--- config.mk ---
export PLATFORM = sky130hd
export DESIGN_NAME = mem_port_arbiter
export DESIGN_NICKNAME = d
export VERILOG_FILES = /design/src/rtl/mem_port_arbiter.sv
export SDC_FILE = /design/constraint.sdc
export NUM_CORES = 1
export LEC_CHECK = 0
export ABC_CLOCK_PERIOD_IN_PS = 2200
export BUFFER_PORTS_ARGS = -buffer_cell sky130_fd_sc_hd__buf_2
export CORE_AREA = 2 2 66 68
export CTS_BUF_LIST = sky130_fd_sc_hd__clkbuf_16
export CTS_CLUSTER_SIZE = 16
export DETAILED_ROUTE_END_ITERATION = 7
export DIE_AREA = 0 0 68 70
export PLACE_DENSITY_LB_ADDON = 0.12
export SLEW_MARGIN = 20
export SYNTH_ARGS = -nofsm -noshare
export SYNTH_HDL_FRONTEND = slang
export SYNTH_SLANG_ARGS = --single-unit
--- constraint.sdc ---
create_clock -name clk -period 2.2 [get_ports clk]
set_input_delay 0.22 -clock clk [delete_from_list [all_inputs] [get_ports clk]]
set_output_delay 0.22 -clock clk [all_outputs]
set_load 0.005 [all_outputs]
--- src/rtl/mem_port_arbiter.sv ---
// Shares one single-port memory between instruction fetch (IF) and data memory (DM); ARB_RR_EN selects round-robin, else fixed DM priority with IF anti-starvation.
// Latency: grant is combinational in the request cycle, read data returns with a tagged valid exactly one cycle after the grant.
// Backpressure: a losing requester sees its stall flag and must hold its request; nothing is queued inside.
module mem_port_arbiter #(
    parameter int D_SIZE        = 32,
    parameter int ADDR_LINE_MEM = 10,
    parameter int STARVE_LIMIT  = 4
) (
    input  logic                     clk,
    input  logic                     reset,
    input  logic                     if_req,
    input  logic [ADDR_LINE_MEM-1:0] if_addr,
    output logic                     if_gnt,
    output logic                     if_rvalid,
    output logic                     if_stall,
    input  logic                     dm_req,
    input  logic                     dm_we,
    input  logic [ADDR_LINE_MEM-1:0] dm_addr,
    input  logic [D_SIZE-1:0]        dm_wdata,
    output logic                     dm_gnt,
    output logic                     dm_rvalid,
    output logic                     dm_stall,
    output logic [D_SIZE-1:0]        rdata,
    output logic                     mem_en,
    output logic                     mem_we,
    output logic [ADDR_LINE_MEM-1:0] mem_addr,
    output logic [D_SIZE-1:0]        mem_wdata,
    input  logic [D_SIZE-1:0]        mem_rdata
);

    typedef enum logic [1:0] {
        SRC_NONE = 2'd0,
        SRC_IF   = 2'd1,
        SRC_DM   = 2'd2
    } src_t;

    typedef struct packed {
        logic                     en;
        logic                     we;
        logic [ADDR_LINE_MEM-1:0] addr;
        logic [D_SIZE-1:0]        wdata;
    } mem_cmd_t;

    src_t     rtag, rtag_nxt;
    mem_cmd_t cmd;
    logic     if_win;

`ifdef ARB_RR_EN
    // Previous winner only matters for the round-robin tie-break.
    src_t last_gnt, last_gnt_nxt;

    always_ff @(posedge clk or negedge reset) begin
        if (!reset) begin
            last_gnt <= SRC_NONE;
        end else begin
            last_gnt <= last_gnt_nxt;
        end
    end

    always_comb begin
        last_gnt_nxt = last_gnt;
        if (if_gnt) begin
            last_gnt_nxt = SRC_IF;
        end else if (dm_gnt) begin
            last_gnt_nxt = SRC_DM;
        end
    end

    assign if_win = (last_gnt == SRC_DM);
`else
    localparam logic [3:0] LIMIT = 4'(STARVE_LIMIT);

    logic [3:0] starve_cnt, starve_cnt_nxt;

    always_ff @(posedge clk or negedge reset) begin
        if (!reset) begin
            starve_cnt <= '0;
        end else begin
            starve_cnt <= starve_cnt_nxt;
        end
    end

    always_comb begin
        starve_cnt_nxt = starve_cnt;
        if (!if_req || if_gnt) begin
            starve_cnt_nxt = '0;
        end else if (if_stall && (starve_cnt != LIMIT)) begin
            starve_cnt_nxt = starve_cnt + 4'd1;
        end
    end

    assign if_win = (starve_cnt == LIMIT);
`endif

    always_ff @(posedge clk or negedge reset) begin
        if (!reset) begin
            rtag <= SRC_NONE;
        end else begin
            rtag <= rtag_nxt;
        end
    end

    // Grants are held off while reset is asserted so every output reads 0.
    always_comb begin
        if_gnt   = 1'b0;
        dm_gnt   = 1'b0;
        rtag_nxt = SRC_NONE;
        cmd      = '0;
        if (reset) begin
            if (if_req && (!dm_req || if_win)) begin
                if_gnt = 1'b1;
            end else if (dm_req) begin
                dm_gnt = 1'b1;
            end
        end
        if (if_gnt) begin
            cmd.en   = 1'b1;
            cmd.addr = if_addr;
            rtag_nxt = SRC_IF;
        end else if (dm_gnt) begin
            cmd.en    = 1'b1;
            cmd.we    = dm_we;
            cmd.addr  = dm_addr;
            cmd.wdata = dm_wdata;
            rtag_nxt  = dm_we ? SRC_NONE : SRC_DM;
        end
    end

    assign if_stall  = reset & if_req & ~if_gnt;
    assign dm_stall  = reset & dm_req & ~dm_gnt;
    assign mem_en    = cmd.en;
    assign mem_we    = cmd.we;
    assign mem_addr  = cmd.addr;
    assign mem_wdata = cmd.wdata;
    assign if_rvalid = (rtag == SRC_IF);
    assign dm_rvalid = (rtag == SRC_DM);
    assign rdata     = (rtag != SRC_NONE) ? mem_rdata : '0;

endmodule

==> results of run 1 <==
## final cells by class
class	instances	area, um^2
tap	52	65.06
clock buffer	3	75.07
multi-input combinational	104	689.4
timing repair buffer	174	895.9
inverter	3	11.26
sequential	6	150.1
fill	413	2257
## worst min path at each step
stage          cells after the start  slack (ns)  startpoint       endpoint
2_1_floorplan                      0       -0.08       reset        rtag[0]
6_report                           2        0.29       dm_we        rtag[1]
3_5_place_dp                       1        0.09       reset  starve_cnt[1]
3_3_place_gp                       1        0.09       reset  starve_cnt[1]
5_1_grt                            2        0.31       dm_we        rtag[1]
4_1_cts                            2        0.29       dm_we        rtag[1]
## cell families after synthesis
kind of cell	count (synthesis)	share of synthesized area, %
and+or+nand+nor	85	57.22
AOI/OAI and AO/OA	17	15.54
buffers and inverters	11	7.977
DFF	6	16.51
adders and majority gates	2	2.751
## metal layers
metal,part of all wire [%],up-vias
met5,0,-
met4,0.96,0
met3,12,4
met2,51,104
met1,35,596
li1,-,731
## sequential cells by signal, summed over array words and instances, names as in the netlist
name        flops
rtag            2
starve_cnt      4
## placed cells by master, fill, tap and decap left out
cell type / Yosys / routed
a21oi_4: 1 / 1
buf_12: 0 / 1
dfrtp_1: 6 / 6
o21ai_0: 1 / 1
o21a_1: 1 / 1
or4_1: 1 / 1
inv_1: 3 / 3
clkbuf_16: 0 / 3
nor2b_1: 35 / 35
nand3_1: 5 / 5
nor2_1: 3 / 2
and3b_4: 1 / 1
ha_1: 2 / 2
and2_1: 33 / 33
buf_4: 0 / 2
and3_1: 1 / 1
nor2_2: 0 / 1
or3_1: 1 / 1
a22o_1: 11 / 11
nand3b_1: 1 / 1
and2b_1: 1 / 1
buf_2: 1 / 170
dlygate4sd3_1: 0 / 1
a21oi_1: 2 / 2
nand2_1: 3 / 3
a31oi_1: 1 / 1
## repair_timing
item,CTS,global route
hold buffers,1,0
gates resized for setup,0,0
endpoints found under the hold margin,6,0
## power by group through the flow
stage	clock network, mW	registers (mW)	logic (mW)
global route	0.306	0.119	0.276
finish	0.294	0.118	0.245
floorplan	0	0.118	0.101
global placement	0	0.119	0.248
detailed placement	0	0.119	0.247
CTS	0.299	0.118	0.249
## through the flow
| stage | std cells | hold WS (ns) | instance area (um^2) |
|---|---|---|---|
| final | 342 | 0.2880 | 1887 |
| after global routing | 342 | 0.3096 | 1887 |
| after CTS | 342 | 0.2899 | 1887 |
| after detailed placement | 338 | 0.08692 | 1802 |
| after global placement | 338 | 0.08958 | 1802 |
| after floorplan | 121 | -0.07559 | 909.6 |
==> run metrics, run 1 <==
critical-path cell list dlygate4sd3_1, buf_2, nand2_1, a21oi_4, buf_12, and2_1, buf_2; top-count cell post-synth nor2b_1; utilization after layout a little under half; clock root cell clkbuf_16; Syn Inst Count ~120; CP Launch Type primary input; P_int roughly 0.49 mW; Vias around 1400; Final HPWL DP 3204 um; top post-synthesis cells by count nor2b_1 (35), and2_1 (33), a22o_1 (11); Synth Area per Inst about 7.5 um^2; max_slew headroom between 80% and 90%; Post-CTS Setup Bufs 0; pre-CTS setup slack just under 0.5 ns; final setup fails 0; CTS tree done; met2 Track Usage GR 27.62%; register share of total power 18.0%; Worst path depth 7; Clock Path Buffers 2; DIE WIDTH 68 um; Clk pwr share ~45%; clock skew between 0.0015 and 0.002 ns; family with the most delay on the worst path buffers and inverters; met1 usage between 10 and 15%; switch share approximately a quarter; CP Max Fanout 45; most frequent CP cell buf_2; Worst Path Buf+Inv 4; Final GP Congestion just under 0.8; Static Leak about 1.2 nW; combinational share of power around 37%; num rows 24; Seq cells post-synth 6; Setup TNS Final 0 ns; Clock Latency Late Sink 0.23 ns; CP Class in -> out; first-pass GRT wire length about 5400 um; GRT Total Usage between 10% and 20%; # nets final 383; fin worst setup slack roughly 0.26 ns; crit path DAT approximately 1.7 ns; Worst-path clk slew approximately 0.030 ns; detailed-router iteration count before antenna repair 4; maxcap violations 0; Initial Utilization around 22%; Cell variety after synth 23; port buffer count 170; DRC 0; antenna violations before repair 0; GRT Max-Usage Layer met2; Post-synth EDFFs 0; largest net degree at the start of global routing 46; Sink Count 6; Critical Path Sink Type primary output; Worst VDD drop about 0.00021 V; Slew Limit Fails 0; sequential area share after synthesis approximately 17%; Crit path largest cell delay approximately 0.52 ns; Worst R2R Path Depth 5; Final ANT Viol Nets 0; Max Clk Rate approximately 0.51 GHz; mapped cell area 909.6 um^2; GR Layer Usage met3 3.543%; layout cells sized above 1 between 60% and 70%; fin crit share approximately 88%; PwrDens about 350 nW/um^2; final hold vios 0; Area growth, synth to finish 107.4%; wire length per cell 10.92 um; vias in the first global route 1231; DRT iter0 DRCs 15; GR Overflow Total 0; Worst-Margin Slew roughly 0.29 ns; FF-to-FF End starve_cnt[3]; CTS buffer count 3; Worst Hold Class in -> reg; RR Startpoint starve_cnt[0]; top cells by area, synth nor2b_1 (24%), and2_1 (23%), dfrtp_1 (17%); Design Power approximately 0.66 mW; async set or reset register ratio after synthesis 100.0%; H-tree Lvls 1; net switching power figure about 0.16 mW; critical path startpoint reset; die area around 4800 um^2; I/O pin count ~170; Yosys top cell area share ~24%; Top FF cell, synth dfrtp_1; Yosys top cell by area nor2b_1; YS warnings 0; WP data required a little under 2 ns; flop-to-flop setup slack ~0.69 ns; via-per-instance ratio 4.196; Core Region slightly above 4000 um^2; syn nets roughly 210; diode count 0; unrepaired setup endpoints after global routing no; outcome completed; worst setup path endpoint mem_wdata[9]; wirelength, routed 3736 um; die height about 70 um; critical path's slowest cell dlygate4sd3_1; min cycle time layout between 1.5 and 2 ns
Note: power is estimated with default switching activity, not from simulation.
==> run 2: changes to the inputs <==
Settings changed: ABC_AREA set to 0, CTS_BUF_LIST sky130_fd_sc_hd__clkbuf_16 to sky130_fd_sc_hd__clkbuf_8 sky130_fd_sc_hd__clkbuf_16.
==> run 2 against run 1 <==
Routed wire length decreased by 0.56%. Largest power group is now combinational logic. Highest routed layer unchanged. Register-to-register slack about the same. Critical endpoint unchanged. Die area unchanged. Maximum frequency barely moved. Critical path type unchanged. Sequential power is essentially flat. Non-clock buffer count is the same. Total power shrank 20%. Flip-flop and latch count did not move.
==> run metrics, run 2 (synthesized netlist as in run 1, its figures left out) <==
Worst VDD drop around 0.00011 V; critical path's slowest cell dlygate4sd3_1; switch share roughly 28%; PwrDens between 200 and 300 nW/um^2; P_int around 0.38 mW; detailed-router iteration count before antenna repair 4; GRT Total Usage between 10% and 20%; Static Leak 1.169 nW; Final ANT Viol Nets 0; vias in the first global route approximately 1200; unrepaired setup endpoints after global routing no; maxcap violations 0; Largest register FFs 4; CP Class in -> out; Hold Crit Depth 2; Worst-Margin Slew between 0.2 and 0.3 ns; DRC 0; Post-CTS Setup Bufs 0; WP data required 1.98 ns; critical-path cell list dlygate4sd3_1, buf_2, nand2_1, a21oi_4, buf_12, and2_1, buf_2; layout cells sized above 1 roughly 60%; port buffer count 170; Worst R2R Path Depth 5; I/O pin count 171; Core Region 4144 um^2; Slew Limit Fails 0; Critical Path Sink Type primary output; largest registers starve_cnt (4), rtag (2); clock root cell clkbuf_8; flop-to-flop setup slack 0.69 ns; Clock Latency Late Sink around 0.22 ns; wirelength, routed roughly 3700 um; min cycle time layout 1.944 ns; CTS Hold Buffers Added 1; min-delay src dm_we; DRT iter0 DRCs 19; Placed Cells between 300 and 400; fill count between 400 and 500; via-per-instance ratio between 4 and 5; CTS buffer count 3; most common cell after layout, fill and taps aside buf_2; crit path DAT about 1.7 ns; register share of total power roughly 22%; Hold Path Sink rtag[1]; H-tree Lvls 1; Setup TNS Final 0 ns; final hold vios 0; max_slew headroom between 80% and 90%; Clk pwr share between 30% and 40%; clock skew ~0.0028 ns; FF-to-FF End starve_cnt[3]; Area growth, synth to finish 103.7%; fin worst setup slack 0.2565 ns; first-pass GRT wire length approximately 5300 um; DIE WIDTH ~68 um; Layout Cells excl Fill 342; wire length per cell about 11 um; Crit path largest cell delay roughly 0.52 ns; die height about 70 um; outcome completed; CTS tree done; Worst path depth 7; antenna violations before repair 0; RR Startpoint starve_cnt[0]; Hold WS 0.2950 ns; CP Max Fanout between 40 and 50; fin crit share 88.34%; most frequent cells in the layout buf_2 (170), nor2b_1 (35), and2_1 (33); Reg with most FFs starve_cnt; Clock Path Buffers 2; final setup fails 0; Worst Path Buf+Inv 4; die area 4760 um^2; pre-CTS setup slack between 0.4 and 0.5 ns; CP Launch Type primary input; net switching power figure 0.1484 mW; Sink Count 6; post-cts resize count 0; combinational share of power 46.6%; Max Clk Rate slightly above 0.5 GHz; utilization after layout 44.72%; family with the most delay on the worst path buffers and inverters; Worst-path clk slew ~0.03 ns; largest net degree at the start of global routing 46; most frequent CP cell buf_2; diode count 0; # nets final between 300 and 400; num rows 24; Initial Utilization 21.95%; Worst Hold Class in -> reg; Final HPWL DP 3204 um; GR Overflow Total 0; Final GP Congestion 0.7923; Vias around 1400
[run 2: changes by cell type in the layout (fill, tap and decap cells not counted)]
| cell | change |
|---|---|
| clkbuf_16 | -3 |
| clkbuf_8 | +3 |
[run 2: final cells by class]
type                       count  area, um^2  area share, %
clock buffer                   3       41.29          2.228
multi-input combinational    104       689.4          37.20
sequential                     6       150.1          8.103
tap                           52       65.06          3.511
inverter                       3       11.26         0.6077
timing repair buffer         174       895.9          48.35
[run 2: power by group through the flow]
| stage | Sequential, mW | Clock, mW | Combinational (mW) |
|---|---|---|---|
| after floorplan | 0.118 | 0 | 0.101 |
| after global placement | 0.119 | 0 | 0.248 |
| after detailed placement | 0.119 | 0 | 0.247 |
| after CTS | 0.118 | 0.165 | 0.249 |
| after global routing | 0.119 | 0.170 | 0.276 |
| final | 0.118 | 0.163 | 0.245 |
[run 2: worst max-delay path by stage]
stage,endpoint,startpoint,slack (ns)
floorplan,mem_addr[4],starve_cnt[0],0.61
CTS,mem_addr[2],reset,0.24
global route,mem_addr[2],starve_cnt[0],0.13
detailed placement,mem_addr[2],starve_cnt[0],0.49
global placement,mem_addr[2],starve_cnt[1],0.51
finish,mem_wdata[9],reset,0.26
[run 2: routing by layer]
metal / track usage (%) / vias up / routed length, um
met5: 0 / - / 0
met4: 4.444 / 0 / 42
met3: 3.543 / 5 / 460
met2: 27.29 / 105 / 1889
met1: 14.43 / 594 / 1323
li1: - / 731 / -
[run 2: worst reg2reg max path, cell delays in order, from the launching register on]
cell	delay, ns
dfrtp_1	0.36
inv_1	0.08
ha_1	0.21
and3b_4	0.21
or4_1	0.51
nand3_1	0.08
[run 2: metrics by stage]
step / power (mW) / cell area (um^2)
floorplan: 0.2197 / 909.6
CTS: 0.5317 / 1853
detailed placement: 0.3659 / 1802
finish: 0.5260 / 1853
global route: 0.5650 / 1853
global placement: 0.3669 / 1802
==> run 3: changes to the inputs <==
Settings changed: ABC_CLOCK_PERIOD_IN_PS 2200 to 1850, RECOVER_POWER set to 25.
Clock period 2.2 ns to 1.85 ns, I/O delays scaled along.
==> run 3 against run 2 <==
Combinational power increased by 29%. Total power rose by 24%. Cell count is 2.9% higher. Worst hold slack got worse by 0.032 ns. First-iteration DRC count up 74%. Core utilization rose by 2.3 points. Critical path type is now reg -> out. Critical endpoint is now mem_addr[2]. Largest cell class unchanged. Largest power group unchanged. Highest routed layer unchanged.
==> run metrics, run 3 (synthesized netlist as in run 1, its figures left out) <==
Worst-Margin Slew approximately 0.3 ns; DRT iter0 DRCs 33; flop-to-flop setup slack around 0.16 ns; area occupied by multi-input gates 710.7 um^2; PwrDens about 330 nW/um^2; wire length per cell around 12 um; Final HPWL DP 3308 um; critical path startpoint starve_cnt[0]; flip-flop and latch area around 150 um^2; CTS buffer count 3; die height 70 um; most frequent cells in the layout buf_2 (165), nor2b_1 (35), and2_1 (31); CP Launch Type register; Final ANT Viol Nets 0; most common cell after layout, fill and taps aside buf_2; family with the most delay on the worst path buffers and inverters; # nets final just under 400; WP data required around 1.7 ns; fill count 420; maxcap violations 0; utilization after layout approximately 47%; Clock Latency Late Sink approximately 0.22 ns; clock skew approximately 0.0029 ns; DIE WIDTH ~68 um; critical path's slowest cell dfrtp_1; crit path DAT about 1.6 ns; Critical Path Sink Type primary output; Max Clk Rate around 0.55 GHz; placed cell area about 1800 um^2; diode count 0; Final GP Congestion approximately 0.79; Worst Hold Class in -> reg; wirelength, routed approximately 4300 um; Worst Path Buf+Inv 3; final setup fails 0; first-pass GRT wire length ~6200 um; I/O pin count between 150 and 200; Worst VDD drop about 0.00016 V; Initial Utilization a little over a fifth; Design Area, Final 1949 um^2; RR Startpoint starve_cnt[0]; DRC 0; Core Region around 4100 um^2; Area growth, synth to finish 114.3%; Static Leak ~1.2 nW; port buffer count between 150 and 200; H-tree Lvls 1; Setup TNS Final 0 ns; Largest register FFs 4; largest net degree at the start of global routing 33; min cycle time layout approximately 1.8 ns; Layout Cells excl Fill between 300 and 400; outcome completed; detailed-router iteration count before antenna repair 4; CP Max Fanout 12; CP Class reg -> out; Slew Limit Fails 0; vias in the first global route 1397; num rows 24; layout cells sized above 1 63.67%; critical-path cell list inv_2, ha_4, and3b_4, a21oi_4, buf_6, a22o_1, buf_2; Sink Count 6; min-delay src dm_we; max_slew headroom 80.44%; GR Overflow Total 0; clock root cell clkbuf_8; largest registers starve_cnt (4), rtag (2); Vias 1491; Worst-path clk slew roughly 0.04 ns; unrepaired setup endpoints after global routing yes; antenna violations before repair 0; via-per-instance ratio between 4 and 5; fin crit share 97.93%; CTS tree done; Reg with most FFs starve_cnt; fin worst setup slack about 0.038 ns; pre-CTS setup slack between 0.15 and 0.2 ns; GRT Total Usage between 10% and 20%; die area between 4000 and 5000 um^2; Clock Path Buffers 2; Crit path largest cell delay around 0.35 ns; Placed Cells about 340; final hold vios 0
==> run 3: metrics by stage <==
step                hold WS (ns)  power (mW)
floorplan                -0.1106      0.2613
global placement         0.05369      0.4360
detailed placement       0.06144      0.4360
CTS                       0.2592      0.6669
global route              0.2734      0.7012
finish                    0.2632      0.6502
==> run 3: final cells by class <==
class	instances	share of cell area, %
clock buffer	3	2.118
inverter	3	0.5777
tap	52	3.338
sequential	6	7.702
multi-input combinational	104	36.46
timing repair buffer	184	49.81
==> run 3: final timing paths <==
kind / endpoint / depth (start not counted)
setup reg to reg: starve_cnt[3] / 7
hold / removal: rtag[1] / 2
min in group asynchronous: starve_cnt[1] / 2
hold reg to reg: starve_cnt[2] / 1
max in group asynchronous: rtag[1] / 2
setup / recovery: mem_addr[2] / 7
==> run 3: power breakdown <==
part	internal (mW)	switching [mW]	total (mW)	leakage [nW]
registers	0.136	0.00375	0.140	0.0820
clock network	0.140	0.0553	0.195	0.0216
logic	0.186	0.130	0.315	1.11
==> run 3: timing repair <==
action,4_1_cts,5_1_grt
setup endpoints to repair,43,43
gates resized for setup,7,9
hold buffers,1,0
endpoints found under the hold margin,6,0
setup buffers,7,3
cloned,2,1
pin swaps,1,8
==> run 3: routing by layer <==
metal  GRT usage (%)  part of all wire [%]  wire length [um]
met4           4.000                  0.88                38
met1           17.52                    37              1606
met5               0                     0                 0
met3           1.771                   9.1               395
met2           33.66                    53              2283
